File: config.mk
export PLATFORM = sky130hd
export DESIGN_NAME = dot_accum
export DESIGN_NICKNAME = d
export VERILOG_FILES = /design/src/rtl/dot_accum.sv
export SDC_FILE = /design/constraint.sdc
export NUM_CORES = 1
export LEC_CHECK = 0
export CORE_MARGIN = 1.5
export CORE_UTILIZATION = 48
export CTS_CLUSTER_DIAMETER = 40
export DETAILED_ROUTE_END_ITERATION = 12
export GPL_ROUTABILITY_DRIVEN = 0
export PLACE_DENSITY = 0.75
export SLEW_MARGIN = 20
export SYNTH_ARGS = -nofsm -noshare
export SYNTH_HDL_FRONTEND = slang
export SYNTH_SLANG_ARGS = --single-unit
File: constraint.sdc
create_clock -name clk -period 5.8 [get_ports clk]
set_input_delay 1.16 -clock clk [delete_from_list [all_inputs] [get_ports clk]]
set_output_delay 1.16 -clock clk [all_outputs]
set_load 0.01 [all_outputs]
File: src/rtl/dot_accum.sv
// Dot-product accumulator: sums four Q8.8 product lanes per beat across a vector
// and presents the saturated total, the beat count and an overflow flag.
module dot_accum #(
  parameter int ACC_W = 32
) (
  input  logic             clk,
  input  logic             rst,
  input  logic [63:0]      in_data,
  input  logic             in_valid,
  input  logic             in_last,
  output logic             in_ready,
  output logic [ACC_W-1:0] out_data,
  output logic [15:0]      out_count,
  output logic             out_ovf,
  output logic             out_valid,
  input  logic             out_ready
);

  typedef enum logic {ACCUM = 1'b0, HOLD = 1'b1} state_t;

  state_t           state_r, state_s;
  logic [ACC_W-1:0] acc_r, acc_s, acc_sat_s;
  logic [15:0]      cnt_r, cnt_s, cnt_sat_s;
  logic             ovf_r, ovf_s, ovf_sat_s;
  logic             accept_s, consume_s, load_s;
  logic [17:0]      lane_sum_s;
  logic [ACC_W:0]   sum_wide_s;

  function automatic logic [17:0] lane_sum(input logic [63:0] d);
    return {2'b00, d[63:48]} + {2'b00, d[47:32]} + {2'b00, d[31:16]} + {2'b00, d[15:0]};
  endfunction

  // Lanes are already Q8.8, so the beat sum adds straight into the accumulator.
  always_comb begin
    state_s    = state_r;
    acc_s      = acc_r;
    cnt_s      = cnt_r;
    ovf_s      = ovf_r;
    load_s     = 1'b0;
    accept_s   = in_valid && (state_r == ACCUM);
    consume_s  = out_ready && (state_r == HOLD);
    lane_sum_s = lane_sum(in_data);
    sum_wide_s = {1'b0, acc_r} + {{(ACC_W-17){1'b0}}, lane_sum_s};
    acc_sat_s  = sum_wide_s[ACC_W] ? {ACC_W{1'b1}} : sum_wide_s[ACC_W-1:0];
    ovf_sat_s  = ovf_r | sum_wide_s[ACC_W];
    cnt_sat_s  = (cnt_r == 16'hFFFF) ? cnt_r : cnt_r + 16'd1;
    case (state_r)
      ACCUM: begin
        if (accept_s && in_last) begin
          load_s  = 1'b1;
          acc_s   = {ACC_W{1'b0}};
          cnt_s   = 16'd0;
          ovf_s   = 1'b0;
          state_s = HOLD;
        end else if (accept_s) begin
          acc_s   = acc_sat_s;
          cnt_s   = cnt_sat_s;
          ovf_s   = ovf_sat_s;
          state_s = ACCUM;
        end else begin
          state_s = ACCUM;
        end
      end
      HOLD: begin
        if (consume_s) begin
          state_s = ACCUM;
        end else begin
          state_s = HOLD;
        end
      end
      default: state_s = ACCUM;
    endcase
  end

  assign in_ready = (state_r == ACCUM);

  // State, running totals and the held result register.
  always_ff @(posedge clk) begin
    if (rst) begin
      state_r   <= ACCUM;
      acc_r     <= {ACC_W{1'b0}};
      cnt_r     <= 16'd0;
      ovf_r     <= 1'b0;
      out_data  <= {ACC_W{1'b0}};
      out_count <= 16'd0;
      out_ovf   <= 1'b0;
      out_valid <= 1'b0;
    end else begin
      state_r <= state_s;
      acc_r   <= acc_s;
      cnt_r   <= cnt_s;
      ovf_r   <= ovf_s;
      if (load_s) begin
        out_data  <= acc_sat_s;
        out_count <= cnt_sat_s;
        out_ovf   <= ovf_sat_s;
        out_valid <= 1'b1;
      end else if (consume_s) begin
        out_valid <= 1'b0;
      end else begin
        out_valid <= out_valid;
      end
    end
  end

endmodule

==> results.json <==
{
  "hpwl_mm": 11.7,
  "syn_to_final_growth_pct": 25.4,
  "p_per_area_nw_per_um2": 368,
  "dr.pass1.iters": 5,
  "ant_nets": 0,
  "crit_path_max_fanout": 12,
  "via_per_inst": 5.36,
  "die_x_microns": 121,
  "finalSetupTns_ns": 0,
  "drcViolationCount": 0,
  "antenna_found_initial": 0,
  "outcome": "finished, final reports clean",
  "start_kind": "input port",
  "clock_latency_ns": 0.36,
  "numPortBuffers": 119,
  "wl_met1_mm": 7.32,
  "grt_overflow": 0,
  "cts_buffers": 9,
  "grt_pass1_wl_mm": 26.0,
  "die-area_sq_um": 14700,
  "cts_setup_buffers": 0,
  "holdBufCountCts": 0,
  "drt-initial-drc-count": 296,
  "max_slew_margin": 0.528,
  "syn_avg_cell_area_sq_um": 8.27,
  "wl_met2_mm": 7.34,
  "num_vias": 5871,
  "crit_arrival_ns": 5.61,
  "die_h_microns": 121,
  "synth_cell_types": 65,
  "ios": 120,
  "yosysWarnings": 0,
  "grt_usage": 0.221,
  "diodes": 0,
  "grt_max_degree": 36,
  "tightest_slew_ns": 0.708,
  "final_common_cell": "inv_1",
  "syn-num-nets": 950,
  "maxSlewViolCount": 0,
  "fp-row-count": 42,
  "routed.top_layer": "met4",
  "fmax_mhz": 185,
  "cp-end-kind": "flip-flop",
  "yosysSeqAreaShare": 0.299,
  "num-fill-cells": 1204,
  "setup_viol": 0,
  "htreeDepth": 3,
  "post_cts_resize_count": 0,
  "critPathKind": "in -> reg",
  "final-hold-violation-count": 0,
  "max_cap_viol_count": 0,
  "cts.path.max_buffers": 2,
  "multi_input_area_sq_um": 3990,
  "synth-edff-count": 0,
  "seq_area_sq_um": 2000,
  "grt_setup_unrepaired": "false",
  "core_sq_um": 13500,
  "worst_ir_drop_vdd_mv": 0.258,
  "final_cell_mix": "inv_1 (142), clkdlybuf4s50_1 (119), dfxtp_1 (100)",
  "clock_sinks": 100,
  "initial_core_util": 0.498,
  "grt_pass1_vias": 5441,
  "final_layout_size_suffix_gt1_frac": 0.0511,
  "root_buffer": "clkbuf_16",
  "synth_flop_cell": "dfxtp_1",
  "finalNetCount": 1055,
  "period_share": 0.931,
  "wl_met3_microns": 903,
  "min_path_type": "reg -> reg",
  "clk_pin_slew_ns": 0.07,
  "syn-cell-area_sq_um": 6700,
  "syn-instance-count": 810,
  "required_ns": 6.01,
  "synth-seq-cells": 100,
  "fin_skew_ns": 0.00597,
  "cts_tree": "yes",
  "routed_wl_mm": 15.8,
  "final.min_clock_period_ns": 5.40,
  "leakagePower_nw": 3.65,
  "final_core_util": 0.624,
  "synthArstFlopShare": 0,
  "wl_per_cell_microns": 14.4
}
-- final timing paths --
check,from,endpoint,slack (ns),depth (start not counted)
worst max-delay path,in_data[4],out_data[15]$_SDFFE_PP0P_,0.40,17
worst min-delay path,out_data[12]$_SDFFE_PP0P_,out_data[12]$_SDFFE_PP0P_,0.45,2
worst max register to register,acc_r[4]$_SDFFE_PP0P_,out_data[15]$_SDFFE_PP0P_,2.49,12
worst min register to register,out_data[12]$_SDFFE_PP0P_,out_data[12]$_SDFFE_PP0P_,0.45,2
-- cell usage after synthesis (all sizes together), types with 13 or more instances --
cell type / count / area (sq um)
nand2: 72 / 270
xnor2: 20 / 175
a21oi: 39 / 218
nor3: 16 / 80.1
dfxtp: 100 / 2000
nor2: 63 / 236
fa: 47 / 941
o21ai: 63 / 323
clkbuf: 26 / 97.6
inv: 143 / 537
o22ai: 13 / 81.3
buf: 13 / 70.1
nand3: 15 / 75.1
ha: 24 / 300
-- where the power goes --
group / internal (mW) / total, mW / leakage [nW] / switching (mW)
clock network: 0.434 / 0.715 / 0.169 / 0.281
logic: 0.646 / 1.58 / 2.67 / 0.934
registers: 0.762 / 0.799 / 0.810 / 0.0365
-- layer usage --
| layer | global-route usage | up-vias |
|---|---|---|
| met5 | 0 | - |
| li1 | - | 2912 |
| met3 | 0.0451 | 15 |
| met4 | 0.0566 | 0 |
| met1 | 0.299 | 2788 |
| met2 | 0.363 | 156 |
-- through the flow --
step	instances	hold slack [ns]	setup slack [ns]	area (sq um)	power (mW)
finish	1096	0.454	0.401	8400	3.09
global placement	1080	0.432	0.196	8050	2.34
CTS	1096	0.460	0.419	8400	3.09
detailed placement	1080	0.444	0.103	8050	2.36
floorplan	810	0.432	0.928	6700	1.94
global route	1096	0.481	0.193	8400	3.33
-- registers in the layout, summed over array words and instances (netlist names) --
| register | flops |
|---|---|
| out_valid | 1 |
| ovf_r | 1 |
| out_count | 16 |
| cnt_r | 16 |
| state_r | 1 |
| out_data | 32 |
| out_ovf | 1 |
| acc_r | 32 |
-- worst max-delay path: stages --
cell             delay [ns]
clkdlybuf4s50_1        0.45
inv_1                  0.05
fa_1                   0.54
inv_1                  0.06
fa_1                   0.52
inv_1                  0.06
fa_1                   0.50
inv_1                  0.04
ha_1                   0.36
a21o_1                 0.23
a21oi_4                0.20
a21oi_2                0.13
o311a_4                0.40
o21a_1                 0.24
buf_4                  0.21
nor3_1                 0.32
o21ai_0                0.13
-- cell families after synthesis --
kind of cell | after synthesis | synth area share
fa+ha+maj | 71 | 0.185
xor+xnor | 31 | 0.0405
buf+inv | 182 | 0.105
simple gates | 219 | 0.154
mux | 5 | 0.00747
compound gates | 202 | 0.209
flops | 100 | 0.299
-- final cells by class --
class / count / share of cell area
multi-input cells: 528 / 0.475
flip-flops and latches: 100 / 0.238
repair buffers: 133 / 0.154
inverters: 143 / 0.0639
clock buffers: 10 / 0.0285
well taps: 176 / 0.0262
clock inverters: 6 / 0.0133
No activity file was read; power rests on OpenSTA's default activity.
